`src/rtl/mmac_pkg.sv`:
```
// Shared constants and types for the time-multiplexed matrix multiply sequencer.
package mmac_pkg;

    localparam int DATA_WIDTH = 8;
    localparam int MAT_DIM    = 4;
    localparam int IDX_W      = $clog2(MAT_DIM);

    typedef enum logic [1:0] {
        IDLE,
        LOAD,
        COMPUTE,
        OUT
    } mmac_seq_state_t;

endpackage

```
`src/rtl/mmac_mac_step.sv`:
```
// Single multiply-accumulate step: clear loads the product, otherwise the product is added.
module mmac_mac_step #(
    parameter int DATA_WIDTH = mmac_pkg::DATA_WIDTH
) (
    input  logic                  clock,
    input  logic                  reset,
    input  logic                  enable,
    input  logic                  clear,
    input  logic [DATA_WIDTH-1:0] a,
    input  logic [DATA_WIDTH-1:0] b,
    output logic [DATA_WIDTH-1:0] acc
);

    logic [DATA_WIDTH-1:0] product;
    logic [DATA_WIDTH-1:0] acc_reg;

    // Product and sum both wrap at DATA_WIDTH bits.
    assign product = a * b;

    always_ff @(posedge clock) begin
        if (reset) begin
            acc_reg <= '0;
        end else if (enable) begin
            acc_reg <= clear ? product : acc_reg + product;
        end
    end

    assign acc = acc_reg;

endmodule

```
`src/rtl/mmac_sequencer.sv`:
```
// Loads A then B, runs one shared MAC over k for each (i,j), and streams C out row-major.
module mmac_sequencer #(
    parameter int DATA_WIDTH = mmac_pkg::DATA_WIDTH,
    parameter int MAT_DIM    = mmac_pkg::MAT_DIM
) (
    input  logic                       clock,
    input  logic                       reset,
    input  logic                       start,
    input  logic                       in_valid,
    output logic                       in_ready,
    input  logic [DATA_WIDTH-1:0]      in_data,
    output logic                       out_valid,
    input  logic                       out_ready,
    output logic [DATA_WIDTH-1:0]      out_data,
    output logic [$clog2(MAT_DIM)-1:0] out_row,
    output logic [$clog2(MAT_DIM)-1:0] out_col,
    output logic                       busy,
    output logic                       done
);
    import mmac_pkg::*;

    localparam int ROW_W  = $clog2(MAT_DIM);
    localparam int CELLS  = MAT_DIM * MAT_DIM;
    localparam int BEAT_W = 2 * ROW_W + 1;
    // MAT_DIM is a power of two, so the last index and last beat are all-ones.
    localparam logic [ROW_W-1:0]  IDX_LAST  = '1;
    localparam logic [BEAT_W-1:0] BEAT_LAST = '1;

    mmac_seq_state_t       state_reg;
    logic [BEAT_W-1:0]     beat_reg;
    logic [ROW_W-1:0]      i_reg;
    logic [ROW_W-1:0]      j_reg;
    logic [ROW_W-1:0]      k_reg;
    logic                  in_ready_reg;
    logic                  out_valid_reg;
    logic                  busy_reg;
    logic                  done_reg;

    logic [DATA_WIDTH-1:0] a_mem [CELLS];
    logic [DATA_WIDTH-1:0] b_mem [CELLS];

    logic                  beat_fire;
    logic                  out_fire;
    logic                  mac_enable;
    logic                  mac_clear;
    logic [DATA_WIDTH-1:0] mac_a;
    logic [DATA_WIDTH-1:0] mac_b;
    logic [DATA_WIDTH-1:0] acc;

    assign beat_fire = (state_reg == LOAD) && in_valid && in_ready_reg;
    assign out_fire  = (state_reg == OUT) && out_valid_reg && out_ready;

    // The top beat bit selects the B buffer; the low bits are the row-major cell index.
    always_ff @(posedge clock) begin
        if (beat_fire) begin
            if (beat_reg[BEAT_W-1]) begin
                b_mem[beat_reg[BEAT_W-2:0]] <= in_data;
            end else begin
                a_mem[beat_reg[BEAT_W-2:0]] <= in_data;
            end
        end
    end

    assign mac_a      = a_mem[{i_reg, k_reg}];
    assign mac_b      = b_mem[{k_reg, j_reg}];
    assign mac_enable = (state_reg == COMPUTE);
    assign mac_clear  = (k_reg == '0);

    mmac_mac_step #(
        .DATA_WIDTH(DATA_WIDTH)
    ) u_mac (
        .clock (clock),
        .reset (reset),
        .enable(mac_enable),
        .clear (mac_clear),
        .a     (mac_a),
        .b     (mac_b),
        .acc   (acc)
    );

    always_ff @(posedge clock) begin
        if (reset) begin
            state_reg     <= IDLE;
            beat_reg      <= '0;
            i_reg         <= '0;
            j_reg         <= '0;
            k_reg         <= '0;
            in_ready_reg  <= 1'b0;
            out_valid_reg <= 1'b0;
            busy_reg      <= 1'b0;
            done_reg      <= 1'b0;
        end else begin
            done_reg <= 1'b0;
            case (state_reg)
                IDLE: begin
                    if (start) begin
                        state_reg    <= LOAD;
                        beat_reg     <= '0;
                        in_ready_reg <= 1'b1;
                        busy_reg     <= 1'b1;
                    end
                end
                LOAD: begin
                    if (beat_fire) begin
                        beat_reg <= beat_reg + 1'b1;
                        if (beat_reg == BEAT_LAST) begin
                            state_reg    <= COMPUTE;
                            in_ready_reg <= 1'b0;
                            i_reg        <= '0;
                            j_reg        <= '0;
                            k_reg        <= '0;
                        end
                    end
                end
                COMPUTE: begin
                    k_reg <= k_reg + 1'b1;
                    if (k_reg == IDX_LAST) begin
                        state_reg     <= OUT;
                        out_valid_reg <= 1'b1;
                    end
                end
                OUT: begin
                    if (out_fire) begin
                        out_valid_reg <= 1'b0;
                        j_reg         <= j_reg + 1'b1;
                        if (j_reg == IDX_LAST) begin
                            i_reg <= i_reg + 1'b1;
                        end
                        if ((i_reg == IDX_LAST) && (j_reg == IDX_LAST)) begin
                            state_reg <= IDLE;
                            busy_reg  <= 1'b0;
                            done_reg  <= 1'b1;
                        end else begin
                            state_reg <= COMPUTE;
                        end
                    end
                end
                default: state_reg <= IDLE;
            endcase
        end
    end

    assign in_ready  = in_ready_reg;
    assign out_valid = out_valid_reg;
    assign out_data  = acc;
    assign out_row   = i_reg;
    assign out_col   = j_reg;
    assign busy      = busy_reg;
    assign done      = done_reg;

endmodule

```
`config.mk`:
```
export PLATFORM = sky130hd
export DESIGN_NAME = mmac_sequencer
export DESIGN_NICKNAME = d
export VERILOG_FILES = /design/src/rtl/mmac_pkg.sv /design/src/rtl/mmac_mac_step.sv /design/src/rtl/mmac_sequencer.sv
export SDC_FILE = /design/constraint.sdc
export NUM_CORES = 1
export LEC_CHECK = 0
export ABC_CLOCK_PERIOD_IN_PS = 15450
export BUFFER_PORTS_ARGS = -buffer_cell sky130_fd_sc_hd__buf_2
export CORE_MARGIN = 3
export CORE_UTILIZATION = 55
export CTS_BUF_LIST = sky130_fd_sc_hd__clkbuf_4
export CTS_CLUSTER_SIZE = 8
export DETAILED_ROUTE_END_ITERATION = 6
export PLACE_DENSITY = 0.8
export SETUP_SLACK_MARGIN = 0.1
export SLEW_MARGIN = 20
export SYNTH_ARGS = -nofsm -noshare
export SYNTH_HDL_FRONTEND = slang
export SYNTH_HIERARCHICAL = 1
export SYNTH_SLANG_ARGS = --single-unit
export TNS_END_PERCENT = 5
```
`constraint.sdc`:
```
create_clock -name clock -period 15.45 [get_ports clock]
set_clock_uncertainty 0.15 [all_clocks]
set_input_delay 1.545 -clock clock [delete_from_list [all_inputs] [get_ports clock]]
set_output_delay 1.545 -clock clock [all_outputs]
set_load 0.01 [all_outputs]
```
# Word-level counts from Yosys, hierarchy flattened
# Memories as Yosys holds them, arrays and structs flattened.
# Index checks and enable logic that the tools add are counted.
[word_totals]
mem_bits_ro = 0
mem_bits_rw = 256
latchBits = 0
register_bits = 25
out_inout_bits = 16
n_memories = 2
[op_classes]
magnitude_cmp = 0
n_eq_ne = 14
reduce_logical = 21
n_mul = 1
n_shift = 0
n_div = 0
bitwise_logic = 2
mux = 36
add_sub_neg = 5
[mem_list]
columns = ["name", "words", "width", "read_ports", "rd_ports_with_merged_regs", "wr", "line_no", "text"]
rows = [
  ["a_mem", 16, 8, 1, 0, 1, "mmac_sequencer.sv:39", "logic [DATA_WIDTH-1:0] a_mem [CELLS];"],
  ["b_mem", 16, 8, 1, 0, 1, "mmac_sequencer.sv:40", "logic [DATA_WIDTH-1:0] b_mem [CELLS];"],
]
[op_table]
columns = ["cell", "n"]
rows = [
  ["$mux W2", 11],
  ["$mux W1", 14],
  ["$pmux W2 S2", 3],
  ["$reduce_and A4 Y1", 3],
  ["$eq A2 B2 Y1 const B", 5],
  ["$mux W5", 2],
  ["$pmux W5 S2", 1],
  ["$reduce_and A5 Y1", 2],
  ["$reduce_bool A2 Y1", 5],
  ["$reduce_and A3 Y1", 3],
  ["$add A8 B8 Y8", 1],
  ["$mul A8 B8 Y8", 1],
  ["$mux W8", 1],
  ["$ne A2 B1 Y1 const B", 4],
  ["$pmux W2 S4", 1],
  ["$add A2 B1 Y2 const B", 3],
  ["$ne A2 B2 Y1 const B", 3],
  ["$pmux W1 S2", 3],
  ["$add A5 B1 Y5 const B", 1],
  ["$eq A5 B5 Y1 const B", 1],
  ["$logic_and A1 B1 Y1", 5],
  ["$logic_not A2 Y1", 2],
  ["$reduce_or A3 Y1", 1],
  ["$eq A2 B1 Y1 const B", 1],
  ["$not A1 Y1", 2],
]

# Longest topological paths before layout
[logic_depth]
word_depth = 5
depth_mapped = 24

# By module
# The synthesis kept the hierarchy.
[modules_own_cells]
columns = ["module", "area_each_um2", "instances", "cells_each"]
rows = [
  ["mmac_sequencer", 10782.8, 1, 549],
  ["mmac_mac_step", 1473.9, 1, 180],
]

# Worst setup path before layout
# OpenSTA, ideal clock, no wires.
[synth_timing]
kind = "register -> register"
start = "register j_reg[1], in the netlist out_col[1]"
end = "register u_mac.acc_reg[7], in the netlist u_mac/acc[7]"
path_stages_with_launch = 23
synth_period_minus_slack_ns = 5.351
n_path_buf = 2
path_slack_ns = 10.099
setup_ns = 0.070
arrival_ns = 5.131
cell_sequence = "dfxtp_1 -> buf_2 -> clkbuf_1 -> mux4_2 -> a22oi_1 -> nand2_1 -> and2_1 -> ha_1 -> fa_1 -> ha_1 -> inv_1 -> fa_1 -> inv_1 -> ha_1 -> a21o_1 -> a21oi_1 -> xnor2_1 -> ha_1 -> o21a_1 -> nor2_1 -> a21oi_1 -> mux4_2 -> a21oi_1"
[synth_via]
elab_chain_len = 4
[synth_lines]
columns = ["item", "line_no", "text"]
rows = [
  ["start, declared", "mmac_sequencer.sv:32", "logic [ROW_W-1:0] j_reg;"],
  ["start signal, assigned", "mmac_sequencer.sv:125", "j_reg <= j_reg + 1'b1;"],
  ["$mem_v2 Z16 W8 (*)", "n/a", ""],
  ["net mac_b[2]", "mmac_sequencer.sv:47", "logic [DATA_WIDTH-1:0] mac_b;"],
  ["$mul A8 B8 Y8 (*)", "mmac_mac_step.sv:18", "assign product = a * b;"],
  ["$add A8 B8 Y8", "mmac_mac_step.sv:24", "acc_reg <= clear ? product : acc_reg + product;"],
  ["$mux W8 (*)", "mmac_mac_step.sv:24", ""],
  ["end signal, assigned", "mmac_mac_step.sv:24", ""],
  ["end, declared", "mmac_mac_step.sv:15", "logic [DATA_WIDTH-1:0] acc_reg;"],
]
# Mark *: on every way through the listed nets, which the timed path passes. The rest lies on a longest branch.
# A chain may end at the register's enable or synchronous reset.

# Worst setup path after layout
[layout_timing]
start = "register k_reg[0]"
end = "register u_mac.acc_reg[7], in the netlist u_mac/acc[7]"
[layout_via]
elab_chain_len = 4
[layout_lines]
columns = ["item", "line_no", "text"]
rows = [
  ["start, declared", "mmac_sequencer.sv:33", "logic [ROW_W-1:0] k_reg;"],
  ["start signal, assigned", "mmac_sequencer.sv:116", "k_reg <= k_reg + 1'b1;"],
  ["$mem_v2 Z16 W8 (*)", "n/a", ""],
  ["net mac_a[1]", "mmac_sequencer.sv:46", "logic [DATA_WIDTH-1:0] mac_a;"],
  ["$mul A8 B8 Y8 (*)", "mmac_mac_step.sv:18", ""],
  ["$add A8 B8 Y8", "mmac_mac_step.sv:24", ""],
  ["$mux W8 (*)", "mmac_mac_step.sv:24", ""],
]
# Marks and branches as above.

==> flow_summary.toml <==
[timing]
finalSetupTns_ns = 0
layout_setup_ws_ns = 9.136
hold_ws_ns = 0.3598
layout_min_cycle_time_ns = 6.314
max_slew_margin_pct = 38.80
max_freq_mhz = 158.4
setup_viol = 0
hold_viol_final = 0
finalMaxSlewViolations = 0
rsz0062_at_grt = "false"
min_period_over_period_pct = 40.87
tightest_slew_ns = 0.9146

[global_route]
grt_pass1_wl_um = 38760
grt_overflow = 0
grt_start_max_net_pins = 34
grt_pass1_vias = 7083
grt_usage_pct = 21.06
antenna_found_initial = 2

[cts]
cts_tree = "built"
cts_htree_levels = 3
cts_buffers = 69
cts.sinks = 281
cts_root_buf = "clkbuf_4"
clock_latency_ns = 0.67
cts_resized = 0
clk_pin_slew_ns = 0.07
hold_buffers = 0
cts_setup_buffers = 0
cts_buffer_depth = 3

[run_status]
violations = "design-rule violations"
outcome = "finished, violations left"

[cells_and_area]
drive_gt1_share_pct = 23.68
stdcell_count = 1129
final_util_pct = 62.94
syn2layout_area_growth_pct = 10.33
fin_nets = 859
final.fill_count = 1474

[yosys]
syn_area_per_cell_um2 = 16.81
synth_ff_type = "edfxtp_1"
syn_inst = 729
synthTopCellsByArea = "edfxtp_1 (63%), mux4_2 (9.9%), dfxtp_1 (4.1%)"
synth_area_um2 = 12260
synth_nets = 787
ys_warn_count = 6
synth-seq-cells = 281
synthArstFlopShare_pct = 0
synth_area_leader_cell = "edfxtp_1"
yosys.cell_types.count = 45
yosys.area.top_type_share_pct = 62.72
synth_edf_count = 256
ys_seq_area_share_pct = 66.80

[power_and_ir_drop]
powerDensity_nw_per_um2 = 110.3
ir_worst_vdd_v = 0.00005446
leakagePower_nw = 4.680

[detailed_routing]
drtIter0Drc = 770
dr.pass1.iters = 7
post-route-drc-count = 1
vias = 6806
avgRoutedWirePerCell_um = 21.83
via_per_inst = 6.028
drt-total-wl_um = 24650
ant_nets = 0

[worst_setup_path]
path_cells = "buf_4, mux4_2, a22oi_1, nand2_1, and2_1, ha_1, fa_1, ha_1, inv_1, fa_1, inv_1, ha_1, a21o_1, a21oi_1, xnor2_1, ha_1, o21a_1, nor2_1, a21oi_1, mux4_2, a21oi_1"
worst_ep_arrival_time_ns = 6.75
rr_startpoint = "k_reg[0]"
setup.worst_path.start_class = "flip-flop"
cp_max_fo = 32
crit_top_cell = "ha_1"
criticalPathCategory = "reg -> reg"
crit_buf_inv = 3
path_delay_family = "adder cells"
cp-end-kind = "flip-flop"
r2r-end = "u_mac/acc[7]"
cpMaxStageDelayCell = "mux4_2"
cp_slowest_stage_delay_ns = 0.59
cp.required_ns = 15.88
r2r_setup_slack_ns = 9.14
r2r_cells = 21

[placed_design]
gp_congestion = 0.8316
place_inst = 1005
dp_hpwl_um = 15760
dp_slack_ns = 9.166
port_buffers = 28

[run]
max_cap_violations = 0

[floorplanning]
ioPinCount = 29
die_h_um = 155.3
rows = 53
die-width_um = 155.3
die_area_um2 = 24110
core_area_um2 = 21490
initial_core_util_pct = 57.05

[worst_hold_path]
hp-class = "reg -> reg"
worstHoldStart = "u_mac/acc[0]"
min_path_cells = 2
holdPathEnd = "u_mac/acc[0]"
==> how the worst max path moves through the flow <==
stage	from	end	slack [ns]	depth (start not counted)
after floorplan	out_col[1]	u_mac/acc[7]	10.10	22
after global placement	k_reg[0]	u_mac/acc[7]	9.37	21
after detailed placement	k_reg[0]	u_mac/acc[7]	9.17	21
after CTS	k_reg[0]	u_mac/acc[7]	9.12	21
after global routing	k_reg[0]	u_mac/acc[7]	8.83	21
final	k_reg[0]	u_mac/acc[7]	9.14	21
==> final cells by class <==
| type | count | area, µm² | area share [%] |
|---|---|---|---|
| sequential | 281 | 8190 | 60.57 |
| multi-input combinational | 385 | 3789 | 28.02 |
| clock buffer | 101 | 758.2 | 5.607 |
| tap | 275 | 344.1 | 2.544 |
| timing repair buffer | 32 | 170.2 | 1.258 |
| clock inverter | 22 | 148.9 | 1.101 |
| inverter | 32 | 120.1 | 0.8882 |
| antenna | 1 | 2.502 | 0.01850 |
==> through the flow <==
stage	area (µm²)	power [mW]
final	13520	1.492
after floorplan	12260	0.8654
after global routing	13520	1.549
after global placement	12590	0.8809
after CTS	13520	1.504
after detailed placement	12610	0.8838
==> synth_stat cells, drive strengths merged, types with 2 or more instances <==
cell and n:
a211oi 5, a21o 5, a21oi 17, a22oi 34, a311oi 6, a41oi 2
and2 32, and3 10, and3b 2, buf 16, clkbuf 15, dfxtp 25
edfxtp 256, fa 13, ha 32, inv 32, mux2i 2, mux4 65
nand2 58, nand2b 5, nand3 8, nor2 37, nor2b 4, nor3 7
o21a 2, o21ai 6, o21bai 3, xnor2 17, xor2 5
==> cell families after synthesis <==
group	after synthesis	share of synthesized area [%]
AO/OA/AOI/OAI	85	4.859
flip-flops	281	66.80
XOR/XNOR	22	1.572
buffers and inverters	63	2.450
adder cells (fa/ha/maj)	45	5.390
multiplexers	67	12.44
AND/OR/NAND/NOR	166	6.482
==> cell usage in the layout (no fill, tap or decap), types with 10 or more instances in the layout <==
master      n
a21oi_1    16
a22oi_1    34
and2_1     31
and3_1     10
buf_2      28
clkbuf_4  101
clkinv_1   14
dfxtp_1    23
edfxtp_1  256
fa_1       13
ha_1       32
inv_1      32
mux4_1     11
mux4_2     54
nand2_1    58
nor2_1     37
xnor2_1    17
==> tightest hold or removal path: stages (launching register included) <==
cell and delay, ns:
dfxtp_1 0.33, nor2_1 0.09, a311oi_1 0.05
==> power by group <==
| group | internal (mW) | switching (mW) |
|---|---|---|
| Combinational | 0.0111 | 0.0250 |
| Sequential | 0.829 | 0.00205 |
| Clock | 0.336 | 0.289 |
==> routing by layer <==
| layer | part of all wire, % | track usage (%) | up-vias |
|---|---|---|---|
| met3 | 6.9 | 4.200 | 44 |
| li1 | - | - | 3032 |
| met1 | 39 | 27.64 | 3448 |
| met5 | 0.053 | 0 | - |
| met4 | 2.1 | 8.003 | 2 |
| met2 | 52 | 35.29 | 280 |
No activity file was read; power rests on OpenSTA's default activity.
